==> src/rtl/riscv_lsu.sv <==
// -----------------------------------------------------------------------------
// riscv_lsu
//
// Load/store unit sitting between the core's data-memory port and a
// multi-cycle SRAM-style bus. One access is in flight at a time: the core is
// stalled from the cycle it presents an aligned request until the bus
// responds, and then sees exactly one DONE cycle in which it commits.
//
// Ports
//   clk           core clock, all state changes on the rising edge
//   rst           synchronous reset, active-low
//   req_valid_i   core presents a data access (held while stall_o=1)
//   req_we_i      1 = store, 0 = load
//   req_addr_i    byte address
//   req_wdata_i   store data (rs2)
//   mem_op_i      funct3: 000 B, 001 H, 010 W, 100 BU, 101 HU
//   stall_o       core must hold PC and request inputs
//   rdata_o       extended load data, valid in DONE
//   misalign_o    current request is misaligned / illegal; never reaches the bus
//   err_o         access timed out; high only in DONE
//   bus_req_o     registered bus request, held until granted
//   bus_we_o      registered bus write enable
//   bus_addr_o    registered word-aligned address
//   bus_wstrb_o   registered byte strobes (0000 for loads)
//   bus_wdata_o   registered lane-replicated store data
//   bus_gnt_i     bus accepted the request this cycle
//   bus_rvalid_i  one response pulse per granted request (reads and writes)
//   bus_rdata_i   read word, valid with bus_rvalid_i
// -----------------------------------------------------------------------------
module riscv_lsu #(
  parameter int TIMEOUT_CYCLES = 64,
  parameter int CNT_W          = 8
) (
  input  logic        clk,
  input  logic        rst,
  input  logic        req_valid_i,
  input  logic        req_we_i,
  input  logic [31:0] req_addr_i,
  input  logic [31:0] req_wdata_i,
  input  logic [2:0]  mem_op_i,
  output logic        stall_o,
  output logic [31:0] rdata_o,
  output logic        misalign_o,
  output logic        err_o,
  output logic        bus_req_o,
  output logic        bus_we_o,
  output logic [31:0] bus_addr_o,
  output logic [3:0]  bus_wstrb_o,
  output logic [31:0] bus_wdata_o,
  input  logic        bus_gnt_i,
  input  logic        bus_rvalid_i,
  input  logic [31:0] bus_rdata_i
);

  localparam logic [2:0] OP_B  = 3'b000;
  localparam logic [2:0] OP_H  = 3'b001;
  localparam logic [2:0] OP_W  = 3'b010;
  localparam logic [2:0] OP_BU = 3'b100;
  localparam logic [2:0] OP_HU = 3'b101;

  // Counter value on the last permitted REQ/WAIT cycle. A zero timeout wraps
  // this to all-ones, but the compare is gated off in that case anyway.
  localparam logic [CNT_W-1:0] TO_LAST  = CNT_W'(TIMEOUT_CYCLES - 1);
  localparam bit               TO_EN    = (TIMEOUT_CYCLES != 0);

  typedef enum logic [1:0] {
    S_IDLE = 2'd0,
    S_REQ  = 2'd1,
    S_WAIT = 2'd2,
    S_DONE = 2'd3
  } state_t;

  state_t            r_state;
  state_t            w_next;
  logic [CNT_W-1:0]  r_cnt;
  logic              r_we;
  logic [2:0]        r_op;
  logic [1:0]        r_off;

  logic              w_misalign_rule;
  logic              w_accept;
  logic              w_timeout;

  // ---------------------------------------------------------------------------
  // Helpers
  // ---------------------------------------------------------------------------
  // Unknown funct3 encodings are folded into the misalign trap so the core
  // sees a single "no bus access" path for every illegal request.
  function automatic logic is_misaligned(input logic [2:0] op, input logic [1:0] off);
    logic bad;
    case (op)
      OP_B, OP_BU: bad = 1'b0;
      OP_H, OP_HU: bad = off[0];
      OP_W:        bad = (off != 2'b00);
      default:     bad = 1'b1;
    endcase
    return bad;
  endfunction

  function automatic logic [3:0] store_strobe(input logic [1:0] sz, input logic [1:0] off);
    logic [3:0] s;
    case (sz)
      2'b00:   s = 4'b0001 << off;
      2'b01:   s = 4'b0011 << {off[1], 1'b0};
      default: s = 4'b1111;
    endcase
    return s;
  endfunction

  // Data is replicated into every lane so the strobe alone selects bytes.
  function automatic logic [31:0] store_data(input logic [1:0] sz, input logic [31:0] d);
    logic [31:0] r;
    case (sz)
      2'b00:   r = {4{d[7:0]}};
      2'b01:   r = {2{d[15:0]}};
      default: r = d;
    endcase
    return r;
  endfunction

  function automatic logic [31:0] load_extract(input logic [2:0] op, input logic [1:0] off,
                                               input logic [31:0] word);
    logic [31:0] sh;
    logic [31:0] r;
    sh = word >> {off, 3'b000};
    case (op)
      OP_B:    r = {{24{sh[7]}},  sh[7:0]};
      OP_H:    r = {{16{sh[15]}}, sh[15:0]};
      OP_BU:   r = {24'd0, sh[7:0]};
      OP_HU:   r = {16'd0, sh[15:0]};
      default: r = sh;
    endcase
    return r;
  endfunction

  // ---------------------------------------------------------------------------
  // Combinational request qualification
  // ---------------------------------------------------------------------------
  assign w_misalign_rule = is_misaligned(mem_op_i, req_addr_i[1:0]);
  assign misalign_o      = req_valid_i & w_misalign_rule;
  assign stall_o         = req_valid_i & ~misalign_o & (r_state != S_DONE);
  assign w_accept        = (r_state == S_IDLE) & req_valid_i & ~w_misalign_rule;
  assign w_timeout       = TO_EN && (r_cnt == TO_LAST);

  // ---------------------------------------------------------------------------
  // FSM: state register
  // ---------------------------------------------------------------------------
  always_ff @(posedge clk) begin
    if (!rst) begin
      r_state <= S_IDLE;
    end else begin
      r_state <= w_next;
    end
  end

  // ---------------------------------------------------------------------------
  // FSM: next state
  // ---------------------------------------------------------------------------
  always_comb begin
    w_next = r_state;
    case (r_state)
      S_IDLE: if (w_accept) w_next = S_REQ;
      // Timeout takes priority over a grant on the same cycle: the access is
      // abandoned before the bus is committed to a response.
      S_REQ: begin
        if (w_timeout)      w_next = S_DONE;
        else if (bus_gnt_i) w_next = S_WAIT;
      end
      // A response on the final cycle still counts as a normal completion.
      S_WAIT: begin
        if (bus_rvalid_i || w_timeout) w_next = S_DONE;
      end
      S_DONE:  w_next = S_IDLE;
      default: w_next = S_IDLE;
    endcase
  end

  // ---------------------------------------------------------------------------
  // Timeout counter: runs only while the access occupies the bus
  // ---------------------------------------------------------------------------
  always_ff @(posedge clk) begin
    if (!rst) begin
      r_cnt <= '0;
    end else if (r_state == S_REQ || r_state == S_WAIT) begin
      r_cnt <= r_cnt + 1'b1;
    end else begin
      r_cnt <= '0;
    end
  end

  // ---------------------------------------------------------------------------
  // Bus fields, captured request attributes and result registers
  // ---------------------------------------------------------------------------
  always_ff @(posedge clk) begin
    if (!rst) begin
      bus_req_o   <= 1'b0;
      bus_we_o    <= 1'b0;
      bus_addr_o  <= '0;
      bus_wstrb_o <= '0;
      bus_wdata_o <= '0;
      rdata_o     <= '0;
      err_o       <= 1'b0;
      r_we        <= 1'b0;
      r_op        <= '0;
      r_off       <= '0;
    end else begin
      case (r_state)
        S_IDLE: begin
          if (w_accept) begin
            bus_req_o   <= 1'b1;
            bus_we_o    <= req_we_i;
            bus_addr_o  <= {req_addr_i[31:2], 2'b00};
            bus_wstrb_o <= req_we_i ? store_strobe(mem_op_i[1:0], req_addr_i[1:0]) : 4'b0000;
            bus_wdata_o <= req_we_i ? store_data(mem_op_i[1:0], req_wdata_i) : 32'd0;
            r_we        <= req_we_i;
            r_op        <= mem_op_i;
            r_off       <= req_addr_i[1:0];
            rdata_o     <= '0;
            err_o       <= 1'b0;
          end
        end
        S_REQ: begin
          if (w_timeout) begin
            bus_req_o <= 1'b0;
            err_o     <= 1'b1;
            rdata_o   <= '0;
          end else if (bus_gnt_i) begin
            bus_req_o <= 1'b0;
          end
        end
        S_WAIT: begin
          if (bus_rvalid_i) begin
            if (!r_we) rdata_o <= load_extract(r_op, r_off, bus_rdata_i);
          end else if (w_timeout) begin
            err_o   <= 1'b1;
            rdata_o <= '0;
          end
        end
        S_DONE: begin
          // Result is only meaningful for the single commit cycle.
          rdata_o <= '0;
          err_o   <= 1'b0;
        end
        default: begin
          bus_req_o <= 1'b0;
        end
      endcase
    end
  end

endmodule

==> config.mk <==
export PLATFORM = sky130hd
export DESIGN_NAME = riscv_lsu
export DESIGN_NICKNAME = d
export VERILOG_FILES = /design/src/rtl/riscv_lsu.sv
export SDC_FILE = /design/constraint.sdc
export NUM_CORES = 1
export LEC_CHECK = 0
export BUFFER_PORTS_ARGS = -buffer_cell sky130_fd_sc_hd__buf_2
export CORE_MARGIN = 2
export CORE_UTILIZATION = 49
export DETAILED_ROUTE_END_ITERATION = 7
export PLACE_DENSITY = 0.83
export SLEW_MARGIN = 20
export SYNTH_ARGS = -nofsm -noshare
export SYNTH_HDL_FRONTEND = slang
export SYNTH_SLANG_ARGS = --single-unit
==> constraint.sdc <==
create_clock -name clk -period 3.1 [get_ports clk]
set_input_delay 0.62 -clock clk [delete_from_list [all_inputs] [get_ports clk]]
set_output_delay 0.62 -clock clk [all_outputs]
set_load 0.01 [all_outputs]
==> reports/metrics.cfg, run 1 <==
[setup_path]
cp_slowest_cell = nor4_1
critical-path-top-delay-family = simple AND/OR/NAND/NOR gates
crit_top_cell = buf_2
crit_chain = buf_2, buf_4, nor4_1, o21ai_0, nor2_1, buf_2
startpoint = mem_op_i[0]
worst-setup-path-type = in -> out
crit_path_max_fanout = 15
arrival_ns = 1.80
slowest_delay_ns = 0.37
crit_buf_inv = 3
cp-start-kind = input port
worstSetupEndpointType = primary output
reg2reg_from = r_cnt[0]
required_ns = 2.48

[sta]
fin_ws_ns = 0.676
fmaxAchievable_mhz = 413
fin_skew_ns = 0.0135
finalHoldViolations = 0
setup-violations-final = 0
rsz0062_at_grt = false
setup_tns_ns = 0
fin_crit_sh_pct = 78.2
finalMaxSlewViolations = 0
slew_headroom_pct = 48.7
finalCriticalPeriod_ns = 2.42
worst_slew_pin_slew_ns = 0.769

[clocking]
insertion_delay_ns = 0.51
cts_tree = yes
clk_path_buf_depth = 2
cts_sinks = 116
post-cts-setup-buffers = 0
clk_pin_slew_ns = 0.06
ctsHoldBuffers = 0
cts_resized = 0
numCtsBuffers = 17
cts_root_buf = clkbuf_8
htree_levels = 4

[route]
firstDrtPassIters = 5
vias_per_cell = 5.45
drc = 0
via_count = 5369
detail_route.iter0.violations = 274
antenna_left = 0
wl_per_cell_um = 15.2
drt-total-wl_mm = 15.0

[place]
port_buffers = 207
place_congestion = 0.819
dp_hpwl_mm = 10.4
placed_area_um2 = 6470
post-place-ws_ns = 0.544

[layout]
antenna_cells = 0
layout-drive-gt1-share_pct = 33.3
area_growth_pct = 33.5
stdcell_area_um2 = 7100
final_common_cell = buf_2
fin_nets = 943
layout_common_cells = buf_2 (207), nand2_1 (131), dfxtp_1 (116)

[floorplan]
dieArea_um2 = 11700
die_y_um = 108
rows = 38
die_w_um = 108
start_util_pct = 49.8
num_io_pins = 210
fp.coreArea_um2 = 10700

[global_routing]
grt_pass1_wl_mm = 23.8
gr-usage-all-layers_pct = 25.5
grt_pass1_vias = 5051
grt_remaining_overflow = 0
grt_max_degree = 75
antenna_found_initial = 0

[power_and_ir_drop]
ir_worst_vdd_mv = 0.351
pwr_density_cell_nw_per_um2 = 665
power.leakage_nw = 3.11

[synthesis]
synth.avg_cell_area_um2 = 8.34
async_reset_ff_share_pct = 0
syn_inst = 638
synth_edf_count = 0
syn-cell-area_um2 = 5320
seq_area_frac_synth_pct = 43.6
synth_flop_cell = dfxtp_1
yosysWarnings = 0
synth_cell_types = 51
ys_ff_latch = 116

[hold_path]
min_from = req_addr_i[19]
hold_class = in -> reg

[run_status]
outcome = finished clean

[job]
maxCapViolations = 0

path summary, 6_finish.rpt:
check / depth (start not counted) / slack [ns] / to
max: 6 / 0.68 / stall_o
min: 3 / 0.34 / bus_addr_o[19]
min reg2reg: 2 / 0.45 / bus_wdata_o[14]
max reg2reg: 7 / 0.82 / rdata_o[21]
registers in the layout, indices dropped and copies added, names as in the netlist:
name         flops
bus_wdata_o     32
rdata_o         32
bus_addr_o      30
r_cnt            8
bus_wstrb_o      4
r_op             3
r_off            2
r_state          2
bus_req_o        1
err_o            1
r_we             1
synthesized netlist by cell type, types with 3 or more instances:
master     number  area share (%)
mux2_2         16             3.4
nor3_1          3            0.28
nand2_1       131             9.2
mux2i_1        26             4.9
dfxtp_1       116              44
inv_1           8            0.56
a22o_1         11             1.8
nand3_1        38             3.6
a211o_1        10             1.6
or2_2           4            0.47
a32o_1          7             1.3
nor2b_1        11             1.3
ha_1            6             1.4
a21oi_1        97             9.1
buf_1           5            0.35
clkbuf_1       36             2.5
o2bb2ai_1      16             2.6
nand2b_1        3            0.35
o211ai_1        5            0.71
and3_1          3            0.35
xor2_1          4            0.66
o21ai_0        24             2.3
nor2_1         23             1.6
kinds of logic (layout without fill, tap and decap cells):
kind of cell / count (synthesis) / after routing / share of synthesized area [%]
compound gates: 185 / 185 / 22.2
fa+ha+maj: 6 / 6 / 1.41
mux: 43 / 43 / 8.70
buf+inv: 53 / 259 / 3.93
flops: 116 / 116 / 43.6
other cells: 1 / 2 / 0.0705
simple gates: 228 / 228 / 19.1
xor+xnor: 6 / 6 / 0.987
metrics by stage:
step | hold WS (ns) | cells | utilization (%) | power, mW
2_1_floorplan | 0.426 | 639 | - | 2.32
3_3_place_gp | 0.436 | 953 | 60.5 | 2.64
3_5_place_dp | 0.440 | 953 | 60.5 | 2.65
4_1_cts | 0.333 | 985 | 66.4 | 4.74
5_1_grt | 0.328 | 985 | 66.4 | 4.93
6_report | 0.345 | 985 | 66.4 | 4.72
worst reg2reg max path, stage by stage, from the launching register on:
cell and delay, ns:
dfxtp_1 0.36, ha_1 0.24, or3b_2 0.49, or2_2 0.33, o211ai_1 0.13, a31oi_2 0.11
buf_4 0.24, a22o_1 0.26
power by group:
group / switching (mW) / internal, mW / leakage [nW]
Sequential: 0.0652 / 1.59 / 0.939
Clock: 0.709 / 1.39 / 0.302
Combinational: 0.595 / 0.374 / 1.87
Total: 1.37 / 3.35 / 3.11
area by class of cell:
| class | instances | area, um2 |
|---|---|---|
| Clock inverter | 13 | 206 |
| Tap cell | 140 | 175 |
| Timing Repair Buffer | 219 | 1140 |
| Inverter | 8 | 30.0 |
| Fill cell | 933 | 3590 |
| Sequential cell | 116 | 2320 |
| Clock buffer | 19 | 422 |
| Multi-Input combinational cell | 470 | 2810 |
layer usage:
| layer | GRT usage [%] | vias up | routed length [um] |
|---|---|---|---|
| met5 | 0 | - | 0 |
| met4 | 8.70 | 0 | 232 |
| met3 | 9.76 | 21 | 1460 |
| met2 | 42.2 | 232 | 7310 |
| met1 | 30.5 | 2480 | 5970 |
| li1 | - | 2636 | - |
Note: power is estimated with default switching activity, not from simulation.
==> run 2, diff against run 1 <==
- clock period: 3.1 -> 2.4 ns (I/O delays scaled with it)
==> run 2 against run 1 <==
Die area is the same. Setup slack lost 0.56 ns. Routed wire length shrank 1.6%. Critical endpoint is now rdata_o[21]. Largest cell class unchanged. Largest power group unchanged.
==> reports/metrics.cfg, run 2 (same netlist as run 1, synthesis figures left out) <==
[run_status]
outcome = finished clean  ; unchanged

[layout]
area_growth_pct = 33.8  ; was 33.5%
fin_nets = 949  ; was 943
seq_area_um2 = 2320  ; unchanged
multi_input_area_um2 = 2810  ; unchanged
antenna_cells = 0  ; unchanged
layout-drive-gt1-share_pct = 33.8  ; was 33.3%
layout_common_cells = buf_2 (207), nand2_1 (131), dfxtp_1 (116)  ; unchanged
final_common_cell = buf_2  ; unchanged
n_fill_cell = 901  ; was 933
reg.largest.list = bus_wdata_o x32, rdata_o x32, bus_addr_o x30  ; unchanged
stdcell_area_um2 = 7120  ; was 7100 um2

[sta]
finalCriticalPeriod_ns = 2.29
finalHoldViolations = 0  ; unchanged
fin_crit_sh_pct = 95.3
slew_headroom_pct = 53.1  ; was 48.7%
finalMaxSlewViolations = 0  ; unchanged
fin_ws_ns = 0.113  ; was 0.676 ns
fmaxAchievable_mhz = 437
fin_skew_ns = 0.0109  ; was 0.0135 ns
setup_tns_ns = 0  ; unchanged
worst_slew_pin_slew_ns = 0.701  ; was 0.769 ns
rsz0062_at_grt = false  ; unchanged
setup-violations-final = 0  ; unchanged
hold_ws_ns = 0.202  ; was 0.345 ns

[route]
drc = 0  ; unchanged
antenna_left = 0  ; unchanged
detail_route.iter0.violations = 238  ; was 274
firstDrtPassIters = 5  ; unchanged
drt-total-wl_mm = 14.7  ; was 15.0 mm
via_count = 5418  ; was 5369
vias_per_cell = 5.47  ; was 5.45
wl_per_cell_um = 14.9  ; was 15.2 um

[global_routing]
grt_remaining_overflow = 0  ; unchanged
grt_pass1_vias = 4892  ; was 5051
grt_max_degree = 76  ; was 75
grt_pass1_wl_mm = 22.9  ; was 23.8 mm
gr-usage-all-layers_pct = 24.9  ; was 25.5%
antenna_found_initial = 0  ; unchanged

[floorplan]
start_util_pct = 49.8  ; unchanged
die_y_um = 108  ; unchanged
fp.coreArea_um2 = 10700  ; unchanged
num_io_pins = 210  ; unchanged
dieArea_um2 = 11700  ; unchanged
die_w_um = 108  ; unchanged
rows = 38  ; unchanged

[clocking]
post-cts-setup-buffers = 0  ; unchanged
cts_sinks = 116  ; unchanged
ctsHoldBuffers = 0  ; unchanged
cts_tree = yes  ; unchanged
htree_levels = 4  ; unchanged
numCtsBuffers = 17  ; unchanged
cts_root_buf = clkbuf_8  ; unchanged
insertion_delay_ns = 0.51  ; about the same
clk_pin_slew_ns = 0.06  ; about the same
clk_path_buf_depth = 2  ; unchanged
cts_resized = 0  ; unchanged

[place]
port_buffers = 207  ; unchanged
dp_hpwl_mm = 10.4  ; about the same
place_congestion = 0.875  ; was 0.819
post-place-ws_ns = 0.0748  ; was 0.544 ns
placed_area_um2 = 6570  ; was 6470 um2

[power_and_ir_drop]
ir_worst_vdd_mv = 0.410  ; was 0.351 mV
power.leakage_nw = 3.13  ; was 3.11 nW
p_total_mw = 5.77  ; was 4.72 mW
pwr_density_cell_nw_per_um2 = 810  ; was 665 nW/um2

[hold_path]
hold_class = in -> reg  ; unchanged
min_from = req_addr_i[4]  ; was req_addr_i[19]
hold-path-cell-count = 3  ; unchanged

[setup_path]
arrival_ns = 2.68  ; was 1.80 ns
reg2reg_from = r_cnt[0]  ; unchanged
required_ns = 2.80  ; was 2.48 ns
worst-setup-path-type = reg -> reg  ; was in -> out
cp-start-kind = flip-flop  ; was input port
startpoint = r_cnt[0]  ; was mem_op_i[0]
worstSetupEndpointType = flip-flop  ; was primary output
rr_worst_depth = 7  ; unchanged
crit_path_max_fanout = 25  ; was 15

[job]
maxCapViolations = 0  ; unchanged

-- run 2: changes by cell type in the layout (fill, tap and decap cells not counted) --
cell       delta
clkbuf_1      -1
clkinv_2      +4
buf_12        +4
buf_4         +2
clkinv_4      -2
inv_6         -1
bufinv_16     -4
clkbuf_8      +4
-- run 2: per-layer routing --
layer  track usage, %  routed length (um)  vias to the layer above
met5                0                   0                        -
met4             13.4                 421                        0
met3             8.62                1430                       32
met2             39.8                6930                      250
met1             29.5                5960                     2480
li1                 -                   -                     2656
-- run 2: cell type report --
type | count | share of cell area (%)
clock inverters | 10 | 1.12
inverters | 8 | 0.422
multi-input cells | 470 | 39.4
clock buffers | 22 | 6.64
well taps | 140 | 2.46
flip-flops and latches | 116 | 32.6
repair buffers | 225 | 17.3
-- run 2: worst max-delay path: stages, from the launching register on --
cell and delay [ns]:
dfxtp_1 0.37, ha_1 0.24, or3b_2 0.49, or2_2 0.33, o211ai_1 0.14, a31oi_2 0.17
buf_12 0.19, a22o_1 0.23
-- run 2: through the flow --
step	utilization, %	cells
final	66.6	991
after global routing	66.6	991
after CTS	66.6	991
after detailed placement	61.4	959
after global placement	61.4	959
after floorplan	-	639
-- run 2: report_power, final --
part           internal (mW)  switching, mW
logic                  0.526          0.778
registers               2.06         0.0839
clock network           1.47          0.857
total                   4.05           1.72
-- run 2: path summary, 6_finish.rpt --
kind                     end  slack (ns)
max              rdata_o[21]        0.11
min            bus_addr_o[4]        0.20
max reg2reg      rdata_o[21]        0.11
min reg2reg  bus_wdata_o[14]        0.45
